<file path="config.mk">
export PLATFORM = sky130hd
export DESIGN_NAME = mem_port_arbiter
export DESIGN_NICKNAME = d
export VERILOG_FILES = /design/src/rtl/mem_port_arbiter_pkg.sv /design/src/rtl/mem_port_arbiter_rr_pick2.sv /design/src/rtl/mem_port_arbiter.sv
export SDC_FILE = /design/constraint.sdc
export NUM_CORES = 1
export LEC_CHECK = 0
export ABC_AREA = 1
export CORE_ASPECT_RATIO = 0.75
export CORE_MARGIN = 2
export CORE_UTILIZATION = 43
export CTS_BUF_LIST = sky130_fd_sc_hd__clkbuf_16
export DETAILED_ROUTE_END_ITERATION = 16
export PLACE_DENSITY_LB_ADDON = 0.3
export REMOVE_ABC_BUFFERS = 1
export SLEW_MARGIN = 20
export SYNTH_ARGS = -nofsm -noshare
export SYNTH_HDL_FRONTEND = slang
export SYNTH_SLANG_ARGS = --single-unit
export TNS_END_PERCENT = 20
</file>
<file path="constraint.sdc">
create_clock -name clk -period 2.89 [get_ports clk]
set_clock_uncertainty 0.2 [all_clocks]
set_input_delay 0.4335 -clock clk [delete_from_list [all_inputs] [get_ports clk]]
set_output_delay 0.4335 -clock clk [all_outputs]
set_load 0.1 [all_outputs]
</file>
<file path="src/rtl/mem_port_arbiter_pkg.sv">
// Shared definitions for the two-port main-memory arbiter.
package mem_port_arbiter_pkg;

    localparam int unsigned ADDR_W_DEF = 15;
    localparam int unsigned DATA_W_DEF = 16;

    // Access sequencing: grant in IDLE, drive memory in ISSUE, wait out read latency in WAIT.
    typedef enum logic [1:0] {
        ST_IDLE  = 2'd0,
        ST_ISSUE = 2'd1,
        ST_WAIT  = 2'd2
    } state_e;

    // Requester identities; the value doubles as the port index.
    typedef enum logic {
        PORT_CPU = 1'b0,
        PORT_DMA = 1'b1
    } port_e;

endpackage

</file>
<file path="src/rtl/mem_port_arbiter_rr_pick2.sv">
// Two-input round-robin pick: a lone requester wins; on a tie the port
// that was not granted last wins.
module rr_pick2
    import mem_port_arbiter_pkg::*;
(
    input  logic req0,
    input  logic req1,
    input  logic last_gnt,
    output logic valid,
    output logic winner
);

    // Winner selection from current requests and previous grant.
    always_comb begin
        valid  = req0 | req1;
        winner = PORT_CPU;
        if (req0 && req1) begin
            winner = ~last_gnt;
        end else if (req1) begin
            winner = PORT_DMA;
        end
    end

endmodule

</file>
<file path="src/rtl/mem_port_arbiter.sv">
// Arbitrates the single-ported main memory between the CPU core (port 0)
// and the DMA/display engine (port 1). One access in flight, registered
// memory-side outputs, read data returned with a one-cycle valid strobe.
module mem_port_arbiter
    import mem_port_arbiter_pkg::*;
#(
    parameter int unsigned ADDR_W = ADDR_W_DEF,
    parameter int unsigned DATA_W = DATA_W_DEF,
    parameter int unsigned RD_LAT = 1
) (
    input  logic              clk,
    input  logic              reset,
    input  logic              req0,
    input  logic              we0,
    input  logic [ADDR_W-1:0] addr0,
    input  logic [DATA_W-1:0] wdata0,
    output logic              gnt0,
    output logic              rvalid0,
    output logic [DATA_W-1:0] rdata0,
    input  logic              req1,
    input  logic              we1,
    input  logic [ADDR_W-1:0] addr1,
    input  logic [DATA_W-1:0] wdata1,
    output logic              gnt1,
    output logic              rvalid1,
    output logic [DATA_W-1:0] rdata1,
    output logic [ADDR_W-1:0] mem_addr,
    output logic [DATA_W-1:0] mem_wdata,
    output logic              mem_we,
    input  logic [DATA_W-1:0] mem_rdata
);

    localparam int unsigned CNT_W = $clog2(RD_LAT + 1);
    localparam logic [CNT_W-1:0] CNT_INIT = CNT_W'(RD_LAT - 1);

    state_e            state_q, state_d;
    port_e             last_gnt_q, last_gnt_d;
    port_e             cur_port_q, cur_port_d;
    logic [CNT_W-1:0]  cnt_q, cnt_d;
    logic [ADDR_W-1:0] mem_addr_q, mem_addr_d;
    logic [DATA_W-1:0] mem_wdata_q, mem_wdata_d;
    logic              mem_we_q, mem_we_d;
    logic              gnt0_q, gnt0_d;
    logic              gnt1_q, gnt1_d;
    logic              rvalid0_q, rvalid0_d;
    logic              rvalid1_q, rvalid1_d;
    logic [DATA_W-1:0] rdata0_q, rdata0_d;
    logic [DATA_W-1:0] rdata1_q, rdata1_d;

    logic              pick_valid;
    logic              pick_winner;

    rr_pick2 u_pick (
        .req0     (req0),
        .req1     (req1),
        .last_gnt (last_gnt_q),
        .valid    (pick_valid),
        .winner   (pick_winner)
    );

    assign gnt0      = gnt0_q;
    assign gnt1      = gnt1_q;
    assign rvalid0   = rvalid0_q;
    assign rvalid1   = rvalid1_q;
    assign rdata0    = rdata0_q;
    assign rdata1    = rdata1_q;
    assign mem_addr  = mem_addr_q;
    assign mem_wdata = mem_wdata_q;
    assign mem_we    = mem_we_q;

    // Next-state and datapath: latch the winner's command in IDLE, hold it
    // through ISSUE, count down the read latency in WAIT and capture data.
    always_comb begin
        state_d     = state_q;
        last_gnt_d  = last_gnt_q;
        cur_port_d  = cur_port_q;
        cnt_d       = cnt_q;
        mem_addr_d  = mem_addr_q;
        mem_wdata_d = mem_wdata_q;
        mem_we_d    = 1'b0;
        gnt0_d      = 1'b0;
        gnt1_d      = 1'b0;
        rvalid0_d   = 1'b0;
        rvalid1_d   = 1'b0;
        rdata0_d    = rdata0_q;
        rdata1_d    = rdata1_q;

        case (state_q)
            ST_IDLE: begin
                if (pick_valid) begin
                    if (pick_winner) begin
                        mem_addr_d  = addr1;
                        mem_wdata_d = wdata1;
                        mem_we_d    = we1;
                        gnt1_d      = 1'b1;
                    end else begin
                        mem_addr_d  = addr0;
                        mem_wdata_d = wdata0;
                        mem_we_d    = we0;
                        gnt0_d      = 1'b1;
                    end
                    last_gnt_d = port_e'(pick_winner);
                    cur_port_d = port_e'(pick_winner);
                    state_d    = ST_ISSUE;
                end
            end
            ST_ISSUE: begin
                if (mem_we_q) begin
                    state_d = ST_IDLE;
                end else begin
                    cnt_d   = CNT_INIT;
                    state_d = ST_WAIT;
                end
            end
            ST_WAIT: begin
                if (cnt_q == '0) begin
                    if (cur_port_q == PORT_DMA) begin
                        rdata1_d  = mem_rdata;
                        rvalid1_d = 1'b1;
                    end else begin
                        rdata0_d  = mem_rdata;
                        rvalid0_d = 1'b1;
                    end
                    state_d = ST_IDLE;
                end else begin
                    cnt_d = cnt_q - CNT_W'(1);
                end
            end
            default: begin
                state_d = ST_IDLE;
            end
        endcase
    end

    // State and output registers with synchronous reset.
    always_ff @(posedge clk) begin
        if (reset) begin
            state_q     <= ST_IDLE;
            last_gnt_q  <= PORT_DMA;
            cur_port_q  <= PORT_CPU;
            cnt_q       <= '0;
            mem_addr_q  <= '0;
            mem_wdata_q <= '0;
            mem_we_q    <= 1'b0;
            gnt0_q      <= 1'b0;
            gnt1_q      <= 1'b0;
            rvalid0_q   <= 1'b0;
            rvalid1_q   <= 1'b0;
            rdata0_q    <= '0;
            rdata1_q    <= '0;
        end else begin
            state_q     <= state_d;
            last_gnt_q  <= last_gnt_d;
            cur_port_q  <= cur_port_d;
            cnt_q       <= cnt_d;
            mem_addr_q  <= mem_addr_d;
            mem_wdata_q <= mem_wdata_d;
            mem_we_q    <= mem_we_d;
            gnt0_q      <= gnt0_d;
            gnt1_q      <= gnt1_d;
            rvalid0_q   <= rvalid0_d;
            rvalid1_q   <= rvalid1_d;
            rdata0_q    <= rdata0_d;
            rdata1_q    <= rdata1_d;
        end
    end

endmodule

</file>
==> summary.md <==
| Metric | Value |
|---|---|
| Vias per inst | 4.57 |
| Initial Utilization | 44.5% |
| Hold Startpoint | rdata1[4]$_SDFFE_PP0P_ |
| Netlist cell types | 19 |
| Largest stage delay on the critical path | 0.55 ns |
| Max-slew violations | 0 |
| Placed Area | 4410 um^2 |
| Post-route insts no fill | 673 |
| Commonest non-fill, non-tap cells in the layout | 97 x nor2_1, 83 x clkdlybuf4s50_1, 72 x dfxtp_1, 72 x buf_4 |
| Synth Instances | 440 |
| Post-DRT Antenna Nets | 0 |
| Core area | 6830 um^2 |
| Design area | 4760 um^2 |
| Die Width | 101 um |
| DRC errors left | 0 |
| Slowest-stage cell, CP | clkdlybuf4s50_1 |
| Final setup viols | 0 |
| Critical-path maximum fanout | 36 |
| DIE HEIGHT | 76.8 um |
| HP Class | reg2reg |
| Largest net degree at the start of global routing | 52 |
| Avg Inst Size Synth | 6.91 um^2 |
| Worst hold stages | 2 |
| Fin Setup TNS | 0 ns |
| Worst setup EP type | flip-flop |
| Worst r2r path cells | 7 |
| Area growth from synthesis to layout | 56.5% |
| Clk_lat worst skew | 0.32 ns |
| CTS clk-pin slew, worst paths | 0.06 ns |
| Normalized max-slew margin | 63.0% |
| First drt pass iteration count | 4 |
| Root buf cell | clkbuf_16 |
| Register area share after synthesis | 47.4% |
| Avg WL per Cell | 12.1 um |
| Hold Buf Count CTS | 0 |
| VDD IR max | 0.000360 V |
| Ys Warns | 0 |
| Vias in the first global route | 2,958 |
| Commonest non-fill, non-tap cell in the layout | nor2_1 |
| Cells after DPL | 657 |
| FF-to-FF End | mem_addr[10]$_SDFFE_PP0P_ |
| Vias | 3,078 |
| Post-layout nets | 668 |
| Setup crit start kind | primary input |
| Max Clk Rate | 516 MHz |
| Post-DP HPWL | 5930 um |
| Detailed Route WL | 8150 um |
| LEAKAGE | 2.20 nW |
| Critical path type | in2reg |
| Final RePlAce weighted congestion | 0.796 |
| Layout cells sized above 1 | 16.6% |
| Num Clock Sinks | 72 |
| # port buffers | 151 |
| H-tree depth | 3 |
| Max-cap viol count | 0 |
| Rows | 26 |
| CP most frequent cell | nor2_1 |
| Antenna violations before repair | 0 |
| Final min period | 1.94 ns |
| DIE AREA | 7770 um^2 |
| Top-area cell type share of the netlist area | 47.4% |
| Clock Tree Buf Depth | 2 |
| Outcome | finished clean |
| Synth Register Bits | 72 |
| Detailed Route Iter0 Violations | 71 |
| Final period util | 67.0% |
| Cts bufs inserted | 9 |
| CP cell instances | clkdlybuf4s50_1 -> nor2_2 -> nor2_8 -> buf_4 -> nand2_1 -> nor2_1 -> nor2_1 |
| Req. time, crit path | 2.91 ns |
| Hold Path Sink | rdata1[4]$_SDFFE_PP0P_ |
| RSZ-0062 raised after global routing | no |
| I/O pin count | 152 |
| First-pass GRT wire length | 13,400 um |
| Worst flop-to-flop path startpoint | state_q[1]$_SDFFE_PP0P_ |
| Total gr overflow | 0 |
| # diodes | 0 |
| Mapped cell area | 3040 um^2 |
| Cts repair resizes | 0 |
| Largest cells by area after synthesis | dfxtp_1 47%, nor2_1 12%, o21ai_0 10% |
| Endpoints failing hold | 0 |
| TritonCTS clock tree | done |
| GR Util All Layers | 21.5% |
| R2r setup slk | 1.16 ns |
| Synth area leader | dfxtp_1 |
| Pwr dens | 712 nW/um^2 |
| Worst-margin pin slew | 0.554 ns |
| # Post-CTS Setup Buffers | 0 |
| WP data arrival | 1.96 ns |
## cell type report
| type | count | area (um^2) |
|---|---|---|
| fillers | 591 | 2070 |
| flip-flops and latches | 72 | 1440 |
| repair buffers | 157 | 1410 |
| multi-input cells | 272 | 1180 |
| inverters | 72 | 270 |
| clock buffers | 9 | 225 |
| clock inverters | 7 | 119 |
| well taps | 84 | 105 |
## cell families after synthesis
group           after synthesis  share of synthesized area [%]
simple gates                175                           22.8
compound gates               97                           16.0
buf+inv                      96                           13.8
flops                        72                           47.4
## routing by layer
| metal | routed length [um] | vias to the layer above | global-route usage [%] |
|---|---|---|---|
| met3 | 482 | 10 | 5.47 |
| met2 | 4070 | 85 | 37.9 |
| met5 | 0 | - | 0 |
| met1 | 3450 | 1350 | 24.4 |
| li1 | - | 1633 | - |
| met4 | 150 | 0 | 8.78 |
## power by group
group	internal (W)	switching (W)	leakage, nW
Clock	0.000844	0.000421	0.164
Combinational	0.000275	0.000738	1.45
Sequential	0.00107	0.0000407	0.591
## metrics by stage
stage / setup WS [ns] / power (W) / hold slack [ns] / utilization, %
3_5_place_dp: 0.611 / 0.00215 / 0.236 / 64.5
4_1_cts: 0.798 / 0.00341 / 0.248 / 69.6
5_1_grt: 0.812 / 0.00352 / 0.262 / 69.6
6_report: 0.954 / 0.00339 / 0.244 / 69.6
2_1_floorplan: 1.25 / 0.00184 / 0.254 / -
3_3_place_gp: 0.679 / 0.00213 / 0.226 / 64.5
## cell usage after synthesis (all sizes together)
| library cell | number |
|---|---|
| nor2 | 99 |
| dfxtp | 72 |
| inv | 72 |
| nand2 | 71 |
| o21ai | 62 |
| a21oi | 34 |
| buf | 14 |
| clkbuf | 10 |
| nand3 | 4 |
| nor4 | 1 |
| o22ai | 1 |
## how the worst max path moves through the flow
stage	start	end
floorplan	req0	mem_addr[0]$_SDFFE_PP0P_
global placement	req1	mem_wdata[9]$_SDFFE_PP0P_
detailed placement	req1	mem_addr[7]$_SDFFE_PP0P_
CTS	state_q[1]$_SDFFE_PP0P_	rdata1[2]$_SDFFE_PP0P_
global route	req1	mem_wdata[3]$_SDFFE_PP0P_
finish	req1	mem_addr[10]$_SDFFE_PP0P_
## critical path, delay by kind of cell
family	cells	cell delay, ns
buffers and inverters	2	0.82
and+or+nand+nor	5	0.70
## state kept, by name, indices dropped and copies added, names as in the netlist, 2 cells and up
signal	cells
mem_addr	15
mem_wdata	16
state_q	2
rdata0	16
rdata1	16
Note: power is estimated with default switching activity, not from simulation.
==> patch 1, RTL diff (same settings) <==
Change the package constant `ADDR_W_DEF` from 15 to 17.
--- a/src/rtl/mem_port_arbiter_pkg.sv
+++ b/src/rtl/mem_port_arbiter_pkg.sv
@@ -1,7 +1,7 @@
 // Shared definitions for the two-port main-memory arbiter.
 package mem_port_arbiter_pkg;
 
-    localparam int unsigned ADDR_W_DEF = 15;
+    localparam int unsigned ADDR_W_DEF = 17;
     localparam int unsigned DATA_W_DEF = 16;
 
     // Access sequencing: grant in IDLE, drive memory in ISSUE, wait out read latency in WAIT.
Interface: changed (resized addr0, addr1 and mem_addr); port bits go from 152 to 158. The function was not compared with the original's and may differ.
==> patch 1 against the unedited design <==
Count of clock-buffer cells in the layout stayed put. Sequential share of layout area is 0.41 points higher. Final cell count grew 5.5%. Setup slack improved by 0.087 ns. Sequential cell count grew 2. Hold slack lost 0.026 ns. Die area increased by 3.0%. Non-clock buffer count increased by 7. Final area rose by 1.4%. Clock power shrank 23%. Area after synthesis is 3.1% higher. Wire length decreased by 1.8%. Power is 6.2% lower.
==> patch 1: results (changes against the unedited design) <==
reg2reg setup slack=1.31 ns (was 1.16 ns); Worst Hold Class=flip-flop to flip-flop (unchanged); Final nets=695 (was 668); H-Tree Depth=3 (unchanged); fraction of registers with async set or reset after synthesis=0 (unchanged); status=finished clean (unchanged); Synth area leaders=dfxtp_1, nor2_1, nand2_1, inv_1, o21ai_0 (was dfxtp_1, nor2_1, o21ai_0, inv_1, nand2_1); switching portion of total power=0.381 (was 0.354); port bufs=157 (was 151); PostCTS Resize Cnt=0 (unchanged); Clock Tree Root=clkbuf_16 (unchanged); 1st-iter DRT viols=90 (was 71); Worst R2R Path Depth=7 (unchanged); WHS Path Cells=1 (was 2); Worst Max-Slew Pin Slew=0.413 ns (was 0.554 ns); pre-CTS WS=0.724 ns (was 0.611 ns); post-place instance area=4550 µm² (was 4410 µm²); Post-synth top cells=nor2_1, dfxtp_1, nand2_1 (was nor2_1, dfxtp_1, inv_1, nand2_1, o21ai_0); GPL Wtd Cong=0.782 (was 0.796); global-route wire length before repair=13400 µm (about the same); via count=3194 (was 3078); max reg flops=17; # diodes=0 (unchanged); Leakage=2.25 nW (was 2.20 nW); Max VDD drop=0.000531 V (was 0.000360 V); first drt pass iteration count=4 (unchanged); final WL=8010 µm (was 8150 µm); Synth cell types=18 (was 19); Global Route Usage Sum=0.206 (was 0.215); vias in the first global route=3068 (was 2958); initial antenna violation count=0 (unchanged); postcts setup bufs=0 (unchanged); CTS Buf Count=9 (unchanged); Bufs on Longest Clock Path=2 (unchanged); synthesis warning total=0 (unchanged); worst endpoint data arrival time=1.86 ns (was 1.96 ns); CP Max Fanout=66 (was 36); clock slew at reported path FFs=0.06 ns (about the same); DP HPWL=5870 µm (was 5930 µm); share of layout cells above drive strength 1=0.157 (was 0.166); largest net degree at the start of global routing=67 (was 52); clk_lat worst skew=0.31 ns; Seq/Total Area, Yosys=0.472 (was 0.474)
patch 1: cell count changes after synthesis, sizes merged:
| cell | unedited run | this run |
|---|---|---|
| dfxtp | 72 | 74 |
| clkbuf | 10 | 13 |
| nor2 | 99 | 105 |
| o21ai | 62 | 64 |
| inv | 72 | 74 |
| nand2 | 71 | 75 |
patch 1: layer usage:
metal  wire [µm]  global-route usage
met5           0                   0
met4         119              0.0627
met3         438              0.0450
met2        4070               0.378
met1        3380               0.234
patch 1: area by class of cell:
type | instances | area, µm²
fill | 595 | 2100
clock inverter | 7 | 45.0
clock buffer | 9 | 225
multi-input combinational | 284 | 1210
inverter | 74 | 278
sequential | 74 | 1480
tap | 98 | 123
timing repair buffer | 164 | 1460
patch 1: logic make-up after synthesis:
family | Yosys count | synth area share
flip-flops | 74 | 0.472
AO/OA/AOI/OAI | 99 | 0.158
AND/OR/NAND/NOR | 185 | 0.226
buffers and inverters | 101 | 0.143
patch 1: path summary, 6_finish.rpt:
kind	from	endpoint
setup / recovery	req1	last_gnt_q
hold / removal	mem_we	state_q[1]
setup reg to reg	state_q[0]	last_gnt_q
hold reg to reg	mem_we	state_q[1]
patch 1: power by group through the flow:
stage | registers [mW] | logic (mW) | clock network, mW
after global placement | 1.16 | 1.05 | 0
after detailed placement | 1.16 | 1.06 | 0
after global routing | 1.15 | 1.12 | 1.05
after CTS | 1.14 | 1.06 | 1.01
final | 1.14 | 1.06 | 0.982
after floorplan | 1.70 | 0.209 | 0
patch 1: critical path, stage by stage:
cell and delay (ns):
clkdlybuf4s50_1 0.55, nor2_1 0.10, nor2_4 0.13, buf_12 0.25, nand2_1 0.18, nor2_2 0.13
nor2_1 0.05
patch 1: through the flow:
step	hold slack (ns)	std cells
after floorplan	0.254	432
after global placement	0.232	694
after detailed placement	0.219	694
after CTS	0.226	710
after global routing	0.251	710
final	0.218	710
==> patch 2, RTL diff (same flow settings) <==
Made on the original files. Encoding of `state_e`: now one-hot (3 bits for 3 states).
--- a/src/rtl/mem_port_arbiter_pkg.sv
+++ b/src/rtl/mem_port_arbiter_pkg.sv
@@ -5,10 +5,10 @@
     localparam int unsigned DATA_W_DEF = 16;
 
     // Access sequencing: grant in IDLE, drive memory in ISSUE, wait out read latency in WAIT.
-    typedef enum logic [1:0] {
-        ST_IDLE  = 2'd0,
-        ST_ISSUE = 2'd1,
-        ST_WAIT  = 2'd2
+    typedef enum logic [2:0] {
+        ST_IDLE  = 3'b001,
+        ST_ISSUE = 3'b010,
+        ST_WAIT  = 3'b100
     } state_e;
 
     // Requester identities; the value doubles as the port index.
Formal check against the unedited RTL: no difference found for any inputs over 10 cycles, from zero or initial values and one cycle with reset high; not proved beyond that.
==> patch 2 against the unedited design <==
Power fell by 2.2%. Largest cell class is now multi-input gates. Setup slack got worse by 0.12 ns. Critical path depth did not move. Final area rose by 8.3%. Utilization fell by 4.8 points. Wire length rose by 17%. Largest power group is now sequential cells. Sequential cell count rose by 1. Area after synthesis rose by 16%. Register-to-register slack got worse by 0.26 ns.
==> patch 2: results (changes against the unedited design) <==
status=finished clean (unchanged); critical hold path startpoint=rdata1[3] (was rdata1[4]); worst endpoint data arrival time=2.10 ns (was 1.96 ns); Max VDD drop=0.000374 V (was 0.000360 V); largest net degree at the start of global routing=36 (was 52); 1st-iter DRT viols=153 (was 71); Leakage=2.58 nW (was 2.20 nW); vias in the first global route=3305 (was 2958); via count=3701 (was 3078); Synth area leaders=dfxtp_1, nor2_1, nand2_1, nand3_1, inv_1 (was dfxtp_1, nor2_1, o21ai_0, inv_1, nand2_1); crit path launch=req0 (was req1); wire per inst=12.0 µm (was 12.1 µm); share of layout cells above drive strength 1=0.148 (was 0.166); relative slew slack=0.559 (was 0.630); first drt pass iteration count=5 (was 4); Synth cell types=20 (was 19); total of fill cells in the finished design=708 (was 591); global-route wire length before repair=15200 µm (was 13400 µm); CP Max Fanout=35 (was 36); Seq/Total Area, Yosys=0.413 (was 0.474); Global Route Usage Sum=0.212 (was 0.215); Final nets=770 (was 668); GPL Wtd Cong=0.788 (was 0.796); DP HPWL=6770 µm (was 5930 µm); RR Startpoint=state_q[0] (was state_q[1]); Crit path largest cell delay=0.50 ns (was 0.55 ns); ys flop type=dfxtp_1 (unchanged); Post-synth top cells=nor2_1, nand2_1, inv_1 (was nor2_1, dfxtp_1, inv_1, nand2_1, o21ai_0)
patch 2: changes by cell type in the layout (fill, tap and decap cells not counted), sizes merged, moves of 14 or more:
cell and delta:
nand3 +63, a21oi -16, nand2 +51, nor2 +34, inv +14, nand4 +16, o21ai -61
patch 2: cells by family (layout without fill, tap and decap cells):
logic type / after synthesis / count (layout)
AO/OA/AOI/OAI: 19 / 19
buffers and inverters: 119 / 260
flip-flops: 73 / 73
AND/OR/NAND/NOR: 339 / 339
patch 2: through the flow:
stage	worst slack (ns)	instances	power, mW	util
after detailed placement	0.509	780	2.23	0.610
after global routing	0.616	796	3.46	0.648
after floorplan	0.681	516	1.90	-
after global placement	0.610	780	2.21	0.610
final	0.838	796	3.31	0.648
after CTS	0.855	796	3.34	0.648
patch 2: area by class of cell:
class | count | area [µm²] | area share
timing repair buffer | 159 | 1400 | 0.272
clock buffer | 9 | 225 | 0.0437
tap | 105 | 131 | 0.0255
sequential | 73 | 1460 | 0.284
inverter | 85 | 319 | 0.0619
multi-input combinational | 358 | 1540 | 0.298
clock inverter | 7 | 77.6 | 0.0151
patch 2: where the power goes:
group | total, mW | switching [mW] | internal, mW
logic | 1.08 | 0.783 | 0.301
registers | 1.12 | 0.0424 | 1.08
clock network | 1.11 | 0.431 | 0.675
total | 3.31 | 1.26 | 2.06
patch 2: path summary, 6_finish.rpt:
path	to	slack, ns
min reg2reg	rdata1[3]	0.26
max reg2reg	rdata0[4]	0.90
min	rdata1[3]	0.26
max	mem_wdata[15]	0.84
patch 2: critical path: cells and delay by family:
kind / cells / cell delay, ns
AND/OR/NAND/NOR: 5 / 1.07
buffers and inverters: 2 / 0.58
patch 2: layer usage:
metal,up-vias,global-route usage,part of all wire
met5,-,0,0
met3,14,0.0447,0.051
li1,1931,-,-
met2,94,0.376,0.50
met1,1662,0.261,0.44
met4,0,0.0667,0.015
